### src/rtl/spi_bus_arbiter.sv
// Purpose : shares one simple_spi_master between the display sequencer (req 0)
//           and the frame-buffer SRAM client (req 1), whole transactions at a time.
// Latency : req sampled in IDLE -> gnt registered after that edge; steering is combinational.
// Backpressure: non-owner sees wait=1; owner sees master reg_dat_wait; a CSB-high
//           guard gap of GUARD cycles separates consecutive transactions.
//
// Ports:
//   clk, rst                  clock, asynchronous active-high reset
//   req0/1                    bus request, held for the whole transaction
//   we0/1, re0/1, di0/1       per-requester byte write/read strobes and write data
//   strm0/1                   per-requester stream (keep CSB low between bytes)
//   gnt0/1                    registered grant, one-hot or zero
//   wait0/1                   per-requester wait status (1 unless owner and master idle)
//   dout                      master read data, broadcast
//   err                       sticky protocol-error flag
//   m_we, m_re, m_di          steered strobes/data to the master
//   m_stream, m_presc         steered stream flag and owner prescaler
//   m_wait, m_do, m_csb       master status, read data and chip select
//   csb_disp, csb_sram        active-low device selects
module spi_bus_arbiter #(
    parameter logic [7:0]  PRESC0 = 8'd2,
    parameter logic [7:0]  PRESC1 = 8'd4,
    parameter int unsigned GUARD  = 4
) (
    input  logic       clk,
    input  logic       rst,
    input  logic       req0,
    input  logic       req1,
    input  logic       we0,
    input  logic       we1,
    input  logic       re0,
    input  logic       re1,
    input  logic [7:0] di0,
    input  logic [7:0] di1,
    input  logic       strm0,
    input  logic       strm1,
    output logic       gnt0,
    output logic       gnt1,
    output logic       wait0,
    output logic       wait1,
    output logic [7:0] dout,
    output logic       err,
    output logic       m_we,
    output logic       m_re,
    output logic [7:0] m_di,
    output logic       m_stream,
    output logic [7:0] m_presc,
    input  logic       m_wait,
    input  logic [7:0] m_do,
    input  logic       m_csb,
    output logic       csb_disp,
    output logic       csb_sram
);

    typedef enum logic [1:0] {
        ST_IDLE   = 2'd0,
        ST_ACTIVE = 2'd1,
        ST_GUARD  = 2'd2
    } state_t;

    // Counter runs GUARD-1 .. 0, giving exactly GUARD cycles in ST_GUARD.
    localparam logic [3:0] GUARD_LOAD = 4'(GUARD - 1);

    state_t     state_q;
    state_t     state_d;
    logic       gnt0_d;
    logic       gnt1_d;
    logic       last_q;
    logic       last_d;
    logic [7:0] presc_d;
    logic [3:0] gcnt_q;
    logic [3:0] gcnt_d;

    logic       own0;
    logic       own1;
    logic       owner_req;
    logic       strobe0;
    logic       strobe1;
    logic       violation;

    // Ownership is only meaningful while ACTIVE; gating on state as well as the
    // grant keeps the steering dead in IDLE/GUARD even if a grant were stale.
    assign own0      = gnt0 && (state_q == ST_ACTIVE);
    assign own1      = gnt1 && (state_q == ST_ACTIVE);
    assign owner_req = gnt0 ? req0 : req1;

    // ------------------------------------------------------------------
    // State register
    // ------------------------------------------------------------------
    always_ff @(posedge clk or posedge rst) begin
        if (rst) begin
            state_q <= ST_IDLE;
            gnt0    <= 1'b0;
            gnt1    <= 1'b0;
            last_q  <= 1'b1;
            m_presc <= PRESC0;
            gcnt_q  <= 4'd0;
        end else begin
            state_q <= state_d;
            gnt0    <= gnt0_d;
            gnt1    <= gnt1_d;
            last_q  <= last_d;
            m_presc <= presc_d;
            gcnt_q  <= gcnt_d;
        end
    end

    // ------------------------------------------------------------------
    // Next-state logic
    // ------------------------------------------------------------------
    always_comb begin
        state_d = state_q;
        gnt0_d  = gnt0;
        gnt1_d  = gnt1;
        last_d  = last_q;
        presc_d = m_presc;
        gcnt_d  = gcnt_q;

        case (state_q)
            ST_IDLE: begin
                // Requester 0 wins alone, or on a tie when 1 was served last.
                if (req0 && (!req1 || last_q)) begin
                    gnt0_d  = 1'b1;
                    last_d  = 1'b0;
                    presc_d = PRESC0;
                    state_d = ST_ACTIVE;
                end else if (req1) begin
                    gnt1_d  = 1'b1;
                    last_d  = 1'b1;
                    presc_d = PRESC1;
                    state_d = ST_ACTIVE;
                end
            end

            ST_ACTIVE: begin
                // A release is held off until any byte in flight has finished.
                if (!owner_req && !m_wait) begin
                    gnt0_d  = 1'b0;
                    gnt1_d  = 1'b0;
                    gcnt_d  = GUARD_LOAD;
                    state_d = ST_GUARD;
                end
            end

            ST_GUARD: begin
                if (gcnt_q == 4'd0) begin
                    state_d = ST_IDLE;
                end else begin
                    gcnt_d = gcnt_q - 4'd1;
                end
            end

            default: begin
                state_d = ST_IDLE;
                gnt0_d  = 1'b0;
                gnt1_d  = 1'b0;
            end
        endcase
    end

    // ------------------------------------------------------------------
    // Master steering and device selects
    // ------------------------------------------------------------------
    always_comb begin
        m_we     = (own0 & we0)   | (own1 & we1);
        m_re     = (own0 & re0)   | (own1 & re1);
        m_stream = (own0 & strm0) | (own1 & strm1);
        m_di     = 8'h00;
        if (own0) begin
            m_di = di0;
        end else if (own1) begin
            m_di = di1;
        end
    end

    assign wait0    = own0 ? m_wait : 1'b1;
    assign wait1    = own1 ? m_wait : 1'b1;
    assign csb_disp = own0 ? m_csb  : 1'b1;
    assign csb_sram = own1 ? m_csb  : 1'b1;
    assign dout     = m_do;

    // ------------------------------------------------------------------
    // Sticky protocol error: strobe without ownership, or owner strobing
    // while the master is still busy with the previous byte.
    // ------------------------------------------------------------------
    assign strobe0   = we0 | re0;
    assign strobe1   = we1 | re1;
    assign violation = (strobe0 && (!own0 || m_wait)) ||
                       (strobe1 && (!own1 || m_wait));

    always_ff @(posedge clk or posedge rst) begin
        if (rst) begin
            err <= 1'b0;
        end else if (violation) begin
            err <= 1'b1;
        end
    end

    // Grants are never both high; the prescaler only moves on IDLE->ACTIVE.
    a_gnt_onehot : assert property (@(posedge clk) disable iff (rst) !(gnt0 && gnt1));
    a_presc_stable : assert property (@(posedge clk) disable iff (rst)
        (state_q != ST_IDLE) |=> $stable(m_presc));

endmodule
### config.mk
export PLATFORM = sky130hd
export DESIGN_NAME = spi_bus_arbiter
export DESIGN_NICKNAME = d
export VERILOG_FILES = /design/src/rtl/spi_bus_arbiter.sv
export SDC_FILE = /design/constraint.sdc
export NUM_CORES = 1
export LEC_CHECK = 0
export ABC_AREA = 1
export CAP_MARGIN = 40
export CORE_ASPECT_RATIO = 0.7
export CORE_MARGIN = 1.5
export CORE_UTILIZATION = 36
export CTS_CLUSTER_SIZE = 20
export DETAILED_ROUTE_END_ITERATION = 8
export PLACE_DENSITY = 0.84
export REMOVE_ABC_BUFFERS = 1
export SLEW_MARGIN = 20
export SYNTH_ARGS = -nofsm -noshare
export SYNTH_HDL_FRONTEND = slang
export SYNTH_SLANG_ARGS = --single-unit
### constraint.sdc
create_clock -name clk -period 2.1 [get_ports clk]
set_input_delay 0.21 -clock clk [delete_from_list [all_inputs] [get_ports clk]]
set_output_delay 0.21 -clock clk [all_outputs]
set_load 0.02 [all_outputs]
# After elaboration in Yosys (flattened, before gate mapping)
# Index checks and enable logic that the tools add are counted.
[word_totals] output_inout_bits=34 regBits=18 in_bits=36 wordCells=77
[classes] n_bitwise=12 n_eq_ne=9 addsub=1 n_reduce_logical=24 muxes=24
[op_table] operator="$mux W8" count=4
[op_table] operator="$mux W1" count=10
[op_table] operator="$ne A2 B2 Y1 const B" count=5
[op_table] operator="$reduce_and A3 Y1" count=3
[op_table] operator="$mux W2" count=4
[op_table] operator="$mux W4" count=2
[op_table] operator="$pmux W4 S2" count=1
[op_table] operator="$and A1 B1 Y1" count=6
[op_table] operator="$logic_and A1 B1 Y1" count=6
[op_table] operator="$pmux W1 S3" count=2
[op_table] operator="$pmux W2 S3" count=1
[op_table] operator="$logic_not A1 Y1" count=5
[op_table] operator="$or A1 B1 Y1" count=5
[op_table] operator="$logic_not A4 Y1" count=1
[op_table] operator="$logic_or A1 B1 Y1" count=4
[op_table] operator="$reduce_and A4 Y1" count=1
[op_table] operator="$reduce_bool A2 Y1" count=2
[op_table] operator="$sub A4 B1 Y4 const B" count=1
[op_table] operator="$ne A3 B3 Y1 const B" count=1
[op_table] operator="$eq A2 B1 Y1 const B" count=1
[op_table] operator="$eq A2 B2 Y1 const B" count=1
[op_table] operator="$logic_not A2 Y1" count=1
[op_table] operator="$ne A2 B1 Y1 const B" count=1
[op_table] operator="$reduce_and A2 Y1" count=1
[op_table] operator="$not A1 Y1" count=1

# Longest topological paths before layout
# Gate-level depths: netlist of run 1.
[depth] ltp_word=6 mapped_depth=8 mapped_depth_nobuf=8

# Worst setup path after synthesis of run 1
# No wires, ideal clock.
[synth_timing] path_type="flip-flop to output port" from="register gnt0" to="output m_di[0]" path_buffers=0 required_time_ns=1.890 setup_slack_ns=0.729 arrival_time_ns=1.161 stages_incl_launch_ff=4 cell_sequence="dfrtp_1 > inv_2 > nand2_1 > o21ai_0"
[synth_via] elab_chain_cells=2
[synth_lines] element="start, declared" line_no="37" text="output logic gnt0,"
[synth_lines] element="start signal, assigned" line_no="100" text="gnt0 <= gnt0_d;"
[synth_lines] element="$logic_and A1 B1 Y1" line_no="83" text="assign own0 = gnt0 && (state_q == ST_ACTIVE);"
[synth_lines] element="$mux W8" line_no="169" text="if (own0) begin"
[synth_lines] element="end, declared" line_no="45" text="output logic [7:0] m_di,"
# Every way passes these cells.

# Final worst setup path of run 1
[layout_timing] from="register state_q[0]" to="output wait0"
[layout_via] elab_chain_cells=3
[layout_lines] element="start, declared" line_no="64" text="state_t state_q;"
[layout_lines] element="start signal, assigned" line_no="99" text="state_q <= state_d;"
[layout_lines] element="$eq A2 B1 Y1" line_no="83"
[layout_lines] element="$logic_and A1 B1 Y1" line_no="83"
[layout_lines] element="$mux W1" line_no="176" text="assign wait0 = own0 ? m_wait : 1'b1;"
[layout_lines] element="end, declared" line_no="39" text="output logic wait0,"
# Every way passes these cells.

==> qor.yml, run 1 <==
status: "finished, final reports clean"
yosysTopAreaCell: "dfrtp_1"
top_usage_layer: "met2"
cp.arrival_ps: 1700
p_clk_share_pct: 15.5
grt_usage_pct: 16.3
die_area_sq_mm: 0.00295
areaGrowthSynthToFinish_pct: 52.5
htree_levels: 1
numPortBuffers: 47
cts_buffers: 3
insertion_delay_ps: 240
cts_tree: "built"
power.switching_uw: 741
hold_viol_final: 0
setup_viol: 0
num-nets-final: 225
ys_types: 22
antenna_found_initial: 0
p_int_uw: 889
rsz0062_at_grt: "no"
cts.sinks: 12
grt_max_degree: 14
syn_area_per_cell_sq_um: 6.52
routedWlPerCell_microns: 11.0
clkTransAtPathRegs_ps: 50
drive_above_1_share_pct: 8.60
ys_warn_count: 0
routed_via_density: 4.54
fin_tns_setup_ps: 0
final_antenna_net_count: 0
ys_ff_latch: 12
die_height_microns: 45.9
diodes: 0
clock_skew_ps: 4.37
gp_congestion: 0.785
leakagePower_uw: 0.000871
drc: 0
die_x_microns: 64.3
place_hpwl_microns: 1890
seqPwrFrac_pct: 26.7
synth_cells: 145
clockBufferDepth: 2
yosys-top-cells-area: "dfrtp_1 26%, nand2_1 25%, buf_4 11%"
final_common_cell: "nand2_1"
hold_path.class: "in2async"
slew_viol_final: 0
drt-total-wl_microns: 2420
vias: 999
netSwitchingFraction_pct: 45.5
design.core.area_sq_mm: 0.00248
worst-path-max-fanout: 13
cts_setup_buffers: 0
drt-pass1-iter-count: 4
grt_util_met1_pct: 21.9
synth-seq-area-share_pct: 32.0
grt_pass1_wl_microns: 3680
crit_type: "reg2out"
synthesis.area_sq_um: 946
whs_ps: 267
fmax_mhz: 524
io_pins: 70
required_ps: 1890
pwr-share-comb_pct: 57.8
drv_cap: 0
start_util_pct: 38.2
grt_overflow: 0
mostFrequentLayoutCells: "63 x nand2_1, 36 x clkdlybuf4s50_1, 10 x o21ai_0, 10 x dfrtp_1, 10 x dlymetal6s2s_1"
drt-initial-drc-count: 29
postCtsResizedCells: 1
ctsHoldBuffers: 0
synth_top_area_share_pct: 26.5
num_rows: 15
setup.worst_path.end_class: "output pin"
grt_use_met2_pct: 22.7
root_buffer: "clkbuf_8"
grtUsageMet3_pct: 7.92
power_density_mw_per_mm2: 1130
cp-start-kind: "flip-flop"
peakVddDrop_uv: 877
grt_pass1_vias: 813
period_needed_ps: 1910
period_share_pct: 90.9
state kept, by name (all words and copies together), names as in the netlist:
register,flops
state_q,2
last_q,1
gcnt_q,4
gnt0,1
err,1
gnt1,1
m_presc,2
worst max-delay path, cell delays in order (launching register included):
cell and delay, ps:
dfrtp_1 400, inv_2 80, nor2_4 120, nand2_1 100
inv_4 130, nand2_1 80, clkdlybuf4s50_1 540
Yosys cell counts, drive strengths merged:
library cell and n:
nand2 66, o21ai 13, inv 13, nor2 11, a21oi 4, dfrtp 10
o21a 1, a21boi 1, nand3 5, ha 2, xor2 1, conb 1
buf 15, dfstp 2
cell families (layout without fill, tap and decap cells):
kind of cell | after synthesis | count (layout) | synth area share, %
simple gates | 82 | 82 | 35.6
buf+inv | 28 | 64 | 17.5
compound gates | 19 | 19 | 11.0
flops | 12 | 12 | 32.0
fa+ha+maj | 2 | 2 | 2.65
other cells | 1 | 6 | 0.396
xor+xnor | 1 | 1 | 0.926
cell type report:
type	instances	area, sq um
clock buffer	4	55.1
fill	230	1030
inverter	13	51.3
multi-input combinational	110	497
sequential	12	303
tap	34	42.5
timing repair buffer	47	494
power groups by stage:
stage	clock, uW	combinational, uW	sequential [uW]
final	253	942	435
after global routing	271	1050	446
after CTS	259	958	433
after detailed placement	0	958	435
after global placement	0	938	434
after floorplan	0	554	468
final timing paths:
path	slack (ps)	to	startpoint	cells after the start
setup / recovery	190	wait0	state_q[0]	6
hold / removal	270	gcnt_q[2]	rst	2
setup reg to reg	860	gcnt_q[2]	gnt0	7
hold reg to reg	460	m_presc[1]	m_presc[1]	2
max in group asynchronous	1490	last_q	rst	2
min in group clk	420	dout[0]	m_do[0]	0
metal layers:
| layer | vias to the layer above | wire length, microns |
|---|---|---|
| met1 | 435 | 1220 |
| li1 | 512 | - |
| met3 | 2 | 266 |
| met2 | 50 | 919 |
| met4 | 0 | 17 |
| met5 | - | 0 |
metrics by stage:
step	instance area, sq um	utilization [%]	worst slack [ps]	power, uW	std cells
6_report	1440	58.2	191	1630	220
5_1_grt	1440	58.2	75.8	1770	220
4_1_cts	1420	57.1	11.9	1650	220
3_5_place_dp	1360	54.9	258	1390	216
3_3_place_gp	1360	54.9	286	1370	216
2_1_floorplan	848	-	729	1020	135
(Power assumes the default switching activity.)
==> run 2, diff against run 1 <==
Settings changed: CORE_UTILIZATION 36 to 38, CTS_BUF_LIST set to sky130_fd_sc_hd__clkbuf_4 sky130_fd_sc_hd__clkbuf_8, PLACE_DENSITY 0.84 to 0.88.
==> qor.yml, run 2 (synthesis results as in run 1) <==
status: "finished, final reports clean"
leakagePower_uw: 0.000746
power_density_mw_per_mm2: 1120
setup_viol: 0
vias: 1050
reg2reg_from: "gcnt_q[0]"
die_x_microns: 62.6
p_int_uw: 805
htree_levels: 1
routed_via_density: 4.82
fmax_mhz: 511
drt-initial-drc-count: 40
antenna_found_initial: 0
seqPwrFrac_pct: 28.3
cp.arrival_ps: 1750
pre_cts_ws_ps: 250
routedWlPerCell_microns: 12.1
p_clk_share_pct: 11.5
drc: 0
mostFrequentLayoutCells: "63 x nand2_1, 36 x clkdlybuf4s50_1, 10 x o21ai_0, 10 x dfrtp_1, 10 x dlygate4sd2_1"
root_buffer: "clkbuf_4"
drt-pass1-iter-count: 4
clkTransAtPathRegs_ps: 70
cp-start-kind: "flip-flop"
num_rows: 14
insertion_delay_ps: 270
place_hpwl_microns: 2160
largestRegisters: "gcnt_q: 4 flops, m_presc: 2 flops, state_q: 2 flops"
largest_register_ffs: 4
hold_viol_final: 0
num-nets-final: 225
hold_path.class: "in2async"
final_antenna_net_count: 0
cts_tree: "built"
pwr-share-comb_pct: 60.2
drt-total-wl_microns: 2630
drive_above_1_share_pct: 8.60
grt_pass1_vias: 953
cts_setup_buffers: 0
numPortBuffers: 47
start_util_pct: 42.2
drv_cap: 0
grt_overflow: 0
fin_tns_setup_ps: 0
startpoint: "state_q[0]"
grt_pass1_wl_microns: 4060
cts_buffers: 3
areaGrowthSynthToFinish_pct: 46.7
worst-path-max-fanout: 13
setup.worst_path.end_class: "output pin"
grt_usage_pct: 18.0
period_needed_ps: 1960
fin_cells: 218
peakVddDrop_uv: 700
period_share_pct: 93.1
diodes: 0
clock_skew_ps: 2.13
netSwitchingFraction_pct: 48.3
die_height_microns: 44.7
crit_type: "reg2out"
slew_viol_final: 0
power.switching_uw: 753
post-route-util_pct: 61.9
clockBufferDepth: 2
design.core.area_sq_mm: 0.00224
gp_congestion: 0.829
placedCellCount: 214
top_register: "gcnt_q"
die_area_sq_mm: 0.00280
grt_max_degree: 14
rsz0062_at_grt: "no"
cts.sinks: 12
final_common_cell: "nand2_1"
layout_setup_ws_ps: 144
io_pins: 70
required_ps: 1890
## run 2: area by class of cell
class,count,area (sq um)
Multi-Input combinational cell,110,497
Fill cell,219,855
Sequential cell,12,303
Timing Repair Buffer,47,460
Clock buffer,4,36.3
Inverter,13,51.3
Tap cell,32,40.0
## run 2: final timing paths
path / to / slack [ps] / cells past startpoint
min in group clk: dout[0] / 420 / 0
min: gcnt_q[2] / 240 / 2
max: wait0 / 140 / 6
max in group asynchronous: last_q / 1520 / 2
max reg2reg: gcnt_q[3] / 840 / 7
min reg2reg: m_presc[1] / 470 / 2
## run 2: metrics by stage
stage	hold slack, ps	power (uW)	instance area [sq um]
final	242	1560	1390
after global routing	285	1680	1390
after CTS	245	1560	1380
after detailed placement	420	1410	1360
after global placement	420	1350	1360
after floorplan	73.3	1020	848
## run 2: power groups by stage
stage	registers (uW)	clock network [uW]	logic, uW
floorplan	468	0	554
global placement	430	0	925
detailed placement	443	0	967
CTS	439	182	935
global route	452	193	1030
finish	441	179	938
## run 2: per-layer routing
layer  vias up  GRT usage, %  share of wire, %
met5         -             0                 0
met3         2          7.73               8.6
met4         0          2.22              0.38
li1        509             -                 -
met1       481          21.4                42
met2        58          32.0                49
## run 2: repair_timing
item / 4_1_cts / 5_1_grt
hold buffers: 0 / 0
gates resized for setup: 10 / 2
endpoints found under the setup margin: 10 / 1
## run 2: critical path, cell delays in order (launching register included)
cell             delay [ps]
dfrtp_1                 410
inv_2                    80
nor2_4                  120
nand2_1                 100
inv_4                   140
nand2_1                  80
clkdlybuf4s50_1         540
==> run 3, diff against run 2 <==
Settings changed: CORE_UTILIZATION 38 to 36, CTS_BUF_LIST sky130_fd_sc_hd__clkbuf_4 sky130_fd_sc_hd__clkbuf_8 to unset, PLACE_DENSITY 0.88 to 0.84.
==> results of run 3 <==
Same layout as run 1: the final DEF is identical, and so are final timing and power.
